[src/rtl/cpu_pkg.sv]
// rtl/cpu_pkg.sv - shared constants and types for the PC sequencer
// Purpose: default address width, fetch increment, branch offset shift and
//          the encoding of the next-PC source.
// Ports:   none (package)
package cpu_pkg;

  localparam int ADDR_WIDTH_DEF  = 64;
  localparam int INSTR_BYTES_DEF = 4;
  localparam int IMM_SHIFT_DEF   = 2;

  typedef enum logic [1:0] {
    PC_SEQ     = 2'd0,
    PC_BRANCH  = 2'd1,
    PC_RET_RAS = 2'd2,
    PC_RET_REG = 2'd3
  } pc_src_e;

endpackage

[src/rtl/ras_stack.sv]
// rtl/ras_stack.sv - circular return-address stack with saturating count
// Purpose: LIFO of return addresses. The oldest entry is silently overwritten
//          when a push lands on a full stack, and the sticky overflow flag is
//          set. A simultaneous push+pop on a non-empty stack replaces the top.
// Ports:
//   clk        in   clock, rising edge
//   resetl     in   synchronous active-low reset
//   en         in   1 = apply push/pop this edge (0 = hold everything)
//   push       in   push push_data
//   pop        in   pop (ignored when empty)
//   push_data  in   WIDTH  value to push
//   top_data   out  WIDTH  current top entry (meaningful when count>0)
//   count      out  valid entries, 0..DEPTH
//   overflow   out  sticky: a push was performed while full
module ras_stack #(
  parameter int DEPTH = 4,
  parameter int WIDTH = 64
) (
  input  logic                       clk,
  input  logic                       resetl,
  input  logic                       en,
  input  logic                       push,
  input  logic                       pop,
  input  logic [WIDTH-1:0]           push_data,
  output logic [WIDTH-1:0]           top_data,
  output logic [$clog2(DEPTH+1)-1:0] count,
  output logic                       overflow
);

  localparam int PW = $clog2(DEPTH);
  localparam int CW = $clog2(DEPTH + 1);

  logic [WIDTH-1:0] mem [DEPTH];
  logic [PW-1:0]    top;
  logic             nonempty;
  logic             full;
  logic             do_replace;
  logic             do_push;
  logic             do_pop;
  logic             wr_en;
  logic [PW-1:0]    wr_addr;

  assign nonempty = (count != '0);
  assign full     = (count == CW'(DEPTH));
  assign top_data = mem[top];

  // Push and pop together on a non-empty stack is a replace of the top; on an
  // empty stack the pop has nothing to remove, so it degenerates to a push.
  always_comb begin
    do_replace = 1'b0;
    do_push    = 1'b0;
    do_pop     = 1'b0;
    if (en) begin
      if (push && pop && nonempty) begin
        do_replace = 1'b1;
      end else if (push) begin
        do_push = 1'b1;
      end else if (pop && nonempty) begin
        do_pop = 1'b1;
      end
    end
  end

  assign wr_en   = do_replace | do_push;
  assign wr_addr = do_push ? top + PW'(1) : top;

  // Storage carries no reset; count gates every read of stale entries.
  always_ff @(posedge clk) begin
    if (resetl && wr_en) begin
      mem[wr_addr] <= push_data;
    end
  end

  always_ff @(posedge clk) begin
    if (!resetl) begin
      top      <= '0;
      count    <= '0;
      overflow <= 1'b0;
    end else if (do_push) begin
      top <= top + PW'(1);
      if (full) begin
        overflow <= 1'b1;
      end else begin
        count <= count + CW'(1);
      end
    end else if (do_pop) begin
      top   <= top - PW'(1);
      count <= count - CW'(1);
    end
  end

endmodule

[src/rtl/pc_sequencer.sv]
// rtl/pc_sequencer.sv - registered program counter with branch and RAS select
// Purpose: holds the architectural PC, selects the next PC among sequential,
//          PC-relative branch and return targets, and maintains the RAS.
// Ports:
//   CLK           in   clock, rising edge
//   resetl        in   synchronous active-low reset
//   stall         in   1 = hold PC and RAS this cycle
//   SignExtImm    in   ADDR_WIDTH  branch offset in instructions
//   RegTarget     in   ADDR_WIDTH  register target used by RET when RAS empty
//   Branch        in   conditional branch
//   BranchInvert  in   0 = CBZ sense, 1 = CBNZ sense
//   ALUZero       in   ALU zero flag
//   Uncondbranch  in   B / BL
//   Link          in   with Uncondbranch (or Ret): push return address
//   Ret           in   RET instruction
//   CurrentPC     out  ADDR_WIDTH  registered PC
//   NextPC        out  ADDR_WIDTH  combinational next PC
//   ras_miss      out  registered pulse: RET with empty RAS
//   ras_overflow  out  sticky: push performed while RAS full
module pc_sequencer
  import cpu_pkg::*;
#(
  parameter int                        ADDR_WIDTH  = ADDR_WIDTH_DEF,
  parameter logic [ADDR_WIDTH-1:0]     RESET_PC    = '0,
  parameter int                        IMM_SHIFT   = IMM_SHIFT_DEF,
  parameter int                        INSTR_BYTES = INSTR_BYTES_DEF,
  parameter int                        RAS_DEPTH   = 4
) (
  input  logic                  CLK,
  input  logic                  resetl,
  input  logic                  stall,
  input  logic [ADDR_WIDTH-1:0] SignExtImm,
  input  logic [ADDR_WIDTH-1:0] RegTarget,
  input  logic                  Branch,
  input  logic                  BranchInvert,
  input  logic                  ALUZero,
  input  logic                  Uncondbranch,
  input  logic                  Link,
  input  logic                  Ret,
  output logic [ADDR_WIDTH-1:0] CurrentPC,
  output logic [ADDR_WIDTH-1:0] NextPC,
  output logic                  ras_miss,
  output logic                  ras_overflow
);

  localparam int CW = $clog2(RAS_DEPTH + 1);

  logic                  taken_cond;
  logic [ADDR_WIDTH-1:0] seq_pc;
  logic [ADDR_WIDTH-1:0] branch_pc;
  logic [ADDR_WIDTH-1:0] ras_top;
  logic [CW-1:0]         ras_count;
  logic                  ras_nonempty;
  logic                  ras_push;
  pc_src_e               pc_src;

  assign taken_cond   = Branch & (ALUZero ^ BranchInvert);
  assign seq_pc       = CurrentPC + ADDR_WIDTH'(INSTR_BYTES);
  assign branch_pc    = CurrentPC + (SignExtImm << IMM_SHIFT);
  assign ras_nonempty = (ras_count != '0);

  // Link only matters alongside a branch-with-link or a return; with Ret it
  // becomes a replace of the top entry inside the stack.
  assign ras_push = Link & (Uncondbranch | Ret);

  always_comb begin
    pc_src = PC_SEQ;
    if (Ret) begin
      pc_src = ras_nonempty ? PC_RET_RAS : PC_RET_REG;
    end else if (Uncondbranch || taken_cond) begin
      pc_src = PC_BRANCH;
    end
  end

  always_comb begin
    NextPC = seq_pc;
    case (pc_src)
      PC_BRANCH:  NextPC = branch_pc;
      PC_RET_RAS: NextPC = ras_top;
      PC_RET_REG: NextPC = RegTarget;
      default:    NextPC = seq_pc;
    endcase
  end

  always_ff @(posedge CLK) begin
    if (!resetl) begin
      CurrentPC <= RESET_PC;
      ras_miss  <= 1'b0;
    end else if (stall) begin
      ras_miss <= 1'b0;
    end else begin
      CurrentPC <= NextPC;
      ras_miss  <= Ret & ~ras_nonempty;
    end
  end

  ras_stack #(
    .DEPTH (RAS_DEPTH),
    .WIDTH (ADDR_WIDTH)
  ) u_ras (
    .clk       (CLK),
    .resetl    (resetl),
    .en        (~stall),
    .push      (ras_push),
    .pop       (Ret),
    .push_data (seq_pc),
    .top_data  (ras_top),
    .count     (ras_count),
    .overflow  (ras_overflow)
  );

endmodule

[config.mk]
export PLATFORM = sky130hd
export DESIGN_NAME = pc_sequencer
export DESIGN_NICKNAME = d
export VERILOG_FILES = /design/src/rtl/cpu_pkg.sv /design/src/rtl/ras_stack.sv /design/src/rtl/pc_sequencer.sv
export SDC_FILE = /design/constraint.sdc
export NUM_CORES = 1
export LEC_CHECK = 0
export BUFFER_PORTS_ARGS = -buffer_cell sky130_fd_sc_hd__clkbuf_2
export CAP_MARGIN = 40
export CORE_MARGIN = 2
export CORE_UTILIZATION = 40
export DETAILED_ROUTE_END_ITERATION = 6
export SLEW_MARGIN = 20
export SYNTH_ARGS = -nofsm -noshare
export SYNTH_HDL_FRONTEND = slang
export SYNTH_HIERARCHICAL = 1
export SYNTH_SLANG_ARGS = --single-unit
[constraint.sdc]
create_clock -name CLK -period 13.26 [get_ports CLK]
set_input_delay 3.978 -clock CLK [delete_from_list [all_inputs] [get_ports CLK]]
set_output_delay 3.978 -clock CLK [all_outputs]
set_load 0.02 [all_outputs]
; Word level (Yosys, flattened, before mapping)
; Memories as Yosys holds them, arrays and structs flattened. A register that Yosys moved wholly into a read port is not among the register bits.
; Cells that the tools add are included.
[totals]
regBits = 71
latchBits = 0
ram_bits = 256
mem_bits_ro = 0
output_inout_bits = 130
wordCells = 58
memories = 1
[mem_list]
columns = name, depth, word_bits, read_ports, rd_clocked_by_memory_dff, write_ports, line
row1 = u_ras.mem, 4, 64, 1, 1, 1, ras_stack.sv:33  ; logic [WIDTH-1:0] mem [DEPTH];
[classes]
n_addsub = 6
mul = 0
n_div = 0
order_cmp = 0
eq_ne = 5
shift = 0
muxes = 23
n_bitwise = 8
reduce_logical = 10
[ops]
columns = operator, count
row1 = $pmux 64 s3, 1
row2 = $add 64x3->64 const B, 1
row3 = $add 64x64->64, 1
row4 = $mux 1, 13
row5 = $mux 2, 6
row6 = $mux 3, 3
row7 = $eq 2x2->1 const B, 2
row8 = $logic_and 1x1->1, 4
row9 = $reduce_and 2->1, 2
row10 = $add 3x1->3 const B, 1
row11 = $and 1x1->1, 3
row12 = $eq 3x3->1 const B, 1
row13 = $reduce_bool 3->1, 1
row14 = $sub 3x1->3 const B, 1
row15 = $add 2x1->2 const B, 1
row16 = $eq 2x1->1 const B, 1
row17 = $ne 2x2->1 const B, 1
row18 = $not 1->1, 2
row19 = $or 1x1->1, 2
row20 = $reduce_bool 2->1, 1
row21 = $reduce_or 2->1, 1
row22 = $sub 2x1->2 const B, 1
row23 = $logic_or 1x1->1, 1
row24 = $xor 1x1->1, 1

; Depth between registers and ports, before layout
[depth]
word_depth = 10
ltp_mapped = 13
depth_no_buf = 13

; Modules after synthesis
; Netlist, hierarchy kept.
[by_module_without_submodules]
columns = mod, instances, cells_per_inst, area_each_um2, seq_area_each_um2
row1 = ras_stack, 1, 388, 9698.1, 7847.5
row2 = pc_sequencer, 1, 1337, 9280.2, 1301.2

; Least setup slack after synthesis
; OpenSTA, ideal clock, no wires.
[synth_timing]
kind = input to output
from = input port SignExtImm[0]
to = output port NextPC[62]
t_arrival_ns = 6.621
required_ns = 9.282
path_slack_ns = 2.661
path_stages = 13
path_buffers = 0
path_cell_list = ha_1 > inv_1 > fa_1 > nor2b_1 > o211ai_1 > a211oi_1 > o211ai_1 > a21oi_1 > o21ai_1 > a2111oi_0 > or3_1 > a31oi_1 > a21oi_1
[synth_via]
elab_chain_cells = 2
[synth_lines]
columns = element, line
row1 = from (decl), pc_sequencer.sv:32  ; input logic [ADDR_WIDTH-1:0] SignExtImm,
row2 = $add 64x64->64, pc_sequencer.sv:59  ; assign branch_pc = CurrentPC + (SignExtImm << IMM_SHIFT);
row3 = $pmux 64 s3, pc_sequencer.sv:77  ; case (pc_src)
row4 = to (decl), pc_sequencer.sv:41  ; output logic [ADDR_WIDTH-1:0] NextPC,
; No other way between the ends.

; Worst setup path after layout
; Same ends and word-level chain as after synthesis.

==> reports/qor.yml <==
final_common_cell: "clkbuf_2"
cts_hold_buffers: 0
postSynthCellCount: 1725
slowest_delay_ns: 0.65
path_cells: "clkbuf_2, ha_1, inv_1, fa_1, nor2b_1, o211ai_1, a211oi_1, o211ai_1, a21oi_1, o21ai_1, a2111oi_0, or3_1, a31oi_1, a21oi_1, clkbuf_2"
die_h_um: 222
pre_cts_ws_ns: 1.40
area_growth_pct: 17.2
port_buffers: 264
crit_path_start_kind: "primary input"
synth_compound_area_frac: 0.143
die_area_mm2: 0.0492
min_period_over_period: 0.904
hold_viol: 0
gp_congestion: 0.926
slew_violations: 0
grt_antenna_before_repair: 2
p_clk_frac: 0.331
violations: "design-rule violations"
critical_path_buf_inv_count: 3
async_flop_share: 0
vias: 15700
finalSetupViolCount: 0
cp_max_fo: 6
switching_share: 0.341
core_area_mm2: 0.0467
track_usage: 0.261
drt-vias-per-instance: 6.05
drive_gt1_frac: 0.241
grt_pass1_wl_mm: 96.9
endpoint_kind: "primary output"
ys_warn_count: 6
crit_required_ns: 9.28
yosys.area_share.simple: 0.160
cts.clk_slew.worst_paths_ns: 0.06
synth_top_family_by_area: "simple AND/OR/NAND/NOR gates"
htree_levels: 2
min_period_ns: 11.99
fillers: 4280
hpwl_mm: 45.6
synth_area_leaders: "edfxtp_1, dfxtp_1, mux4_2"
wl_per_cell_um: 25.2
drcViolationCount: 18
rsz0062_at_grt: "no"
cts_tree: "built"
final.setup.tns_ns: 0
ys_seq_elements: 329
p_comb_frac: 0.285
cap_violations: 0
cts_resized: 0
max-slew-margin-rel: 0.433
worstHoldStart: "u_ras/overflow$_SDFFE_PN0P_"
syn-num-nets: 1928
power_switching_mw: 1.10
syn_area_mm2: 0.0190
synthAdderAreaFrac: 0.0443
die_w_um: 222
ant_nets: 0
synth.mux.area_fraction: 0.0901
seqPwrFrac: 0.384
overflow: 0
insertion_delay_ns: 0.58
worstSetupPathType: "in -> out"
totalWireLength_mm: 65.3
num_antenna_cells: 0
synth_top_area_frac: 0.405
initial_core_util: 0.407
cp-startpoint: "SignExtImm[0]"
regToRegStartpoint: "CurrentPC[2]$_SDFFE_PN0N_"
path_delay_family: "compound AO/OA/AOI/OAI gates"
synth_xor_area_frac: 0.0525
power.leakage_nw: 8.65
grt_pass1_vias: 15300
ios: 267
ys_seq_area_frac: 0.482
hold_path.class: "reg -> reg"
setup_slack_ns: 1.27
synth_cell_types: 94
cts_root_buf: "clkbuf_16"
drt_iter0_drc: 1614
row_count: 79
fin_skew_ns: 0.0218
numCtsBuffers: 39
fmax_mhz: 83.4
cts_setup_buffers: 0
drtPass1Iterations: 7
whs_ns: 0.537
grt_max_degree: 55
syn_avg_cell_area_um2: 11.0
synth-edff-count: 256
arrival_ns: 8.01
vdd_drop_max_mv: 0.0932
cts.sinks: 329
outcome: "finished with violations"
synth_flop_cell: "edfxtp_1"
synth_top_area_cell: "edfxtp_1"
cpMaxStageDelayCell: "a2111oi_0"
p_int_mw: 2.13
cts_buffer_depth: 3
tightestPinTransition_ns: 0.849
fin_nets: 2160
layout_common_cells: "clkbuf_2, edfxtp_1, nand2_1"
power_density_mw_per_mm2: 146
final_util: 0.477
## cells by family after synthesis
group / after synthesis
and+or+nand+nor: 596
adders and majority gates: 66
xor gates and xnor gates: 113
DFF: 329
buffers and inverters: 132
muxes: 90
AOI/OAI and AO/OA: 399
## state kept, by name (all words and copies together) (netlist names), named ones only
| signal | flops |
|---|---|
| u_ras/top | 2 |
| u_ras/mem | 256 |
| CurrentPC | 64 |
| u_ras/overflow | 1 |
| u_ras/count | 3 |
| ras_miss | 1 |
## per-layer routing
metal,track usage,part of all wire
met4,0.0852,0.029
met3,0.0330,0.075
met5,0,0.00020
met1,0.367,0.44
met2,0.420,0.46
## worst reg2reg max path, cell delays in order, from the launching register on
cell	delay, ns
dfxtp_1	0.46
ha_1	0.22
inv_1	0.06
fa_1	0.41
nor2b_1	0.19
o211ai_1	0.19
a211oi_1	0.47
o211ai_1	0.24
a21oi_1	0.40
o21ai_1	0.30
a2111oi_0	0.65
o21ai_0	0.14
a31oi_1	0.26
o21ai_0	0.15
## final cells by class
cell class | instances | area (um^2) | share of cell area
Multi-Input combinational cell | 1264 | 9340 | 0.420
Sequential cell | 329 | 9150 | 0.411
Timing Repair Buffer | 295 | 1630 | 0.0731
Clock buffer | 53 | 1060 | 0.0476
Tap cell | 607 | 759 | 0.0341
Clock inverter | 19 | 206 | 0.00928
Inverter | 28 | 105 | 0.00472
## stage by stage
step                      std cells  cell area (um^2)  total power [mW]
after floorplan                1725             19000              1.86
after global placement         2516             20900              2.16
after detailed placement       2521             21000              2.17
after CTS                      2593             22200              3.25
after global routing           2595             22200              3.37
final                          2595             22200              3.24
## path summary, 6_finish.rpt
check                                              endpoint  slack, ns  depth (start not counted)
worst max-delay path                             NextPC[62]       1.27                         15
worst min-delay path            u_ras/overflow$_SDFFE_PN0P_       0.54                          2
worst max register to register   CurrentPC[62]$_SDFFE_PN0N_       8.97                         13
worst min register to register  u_ras/overflow$_SDFFE_PN0P_       0.54                          2
## power groups by stage
stage	sequential [mW]	clock [mW]	combinational, mW
floorplan	1.26	0	0.601
global placement	1.27	0	0.895
detailed placement	1.27	0	0.905
CTS	1.25	1.09	0.909
global route	1.25	1.13	0.993
finish	1.24	1.07	0.922
## cells in the mapped netlist (7+ instances only)
cell       count
edfxtp_1     256
nand2_1      152
nor2_1       145
a21oi_1      130
clkbuf_1      79
nand3_1       76
dfxtp_1       73
xnor2_1       72
ha_1          64
mux4_2        64
and3_1        61
o21ai_0       59
nand4_1       41
xor2_1        40
a221oi_1      30
nor3_1        30
a21o_1        28
inv_1         27
mux2i_1       19
and2_1        17
and4_1        17
a31oi_1       15
o21bai_1      13
a211oi_1      12
a41oi_1       12
o21a_1        12
nor2b_1       10
o211ai_1      10
o21ai_1       10
o2bb2ai_1     10
buf_1          9
buf_4          8
o31ai_1        8
mux2_2         7
No activity file was read; power rests on OpenSTA's default activity.
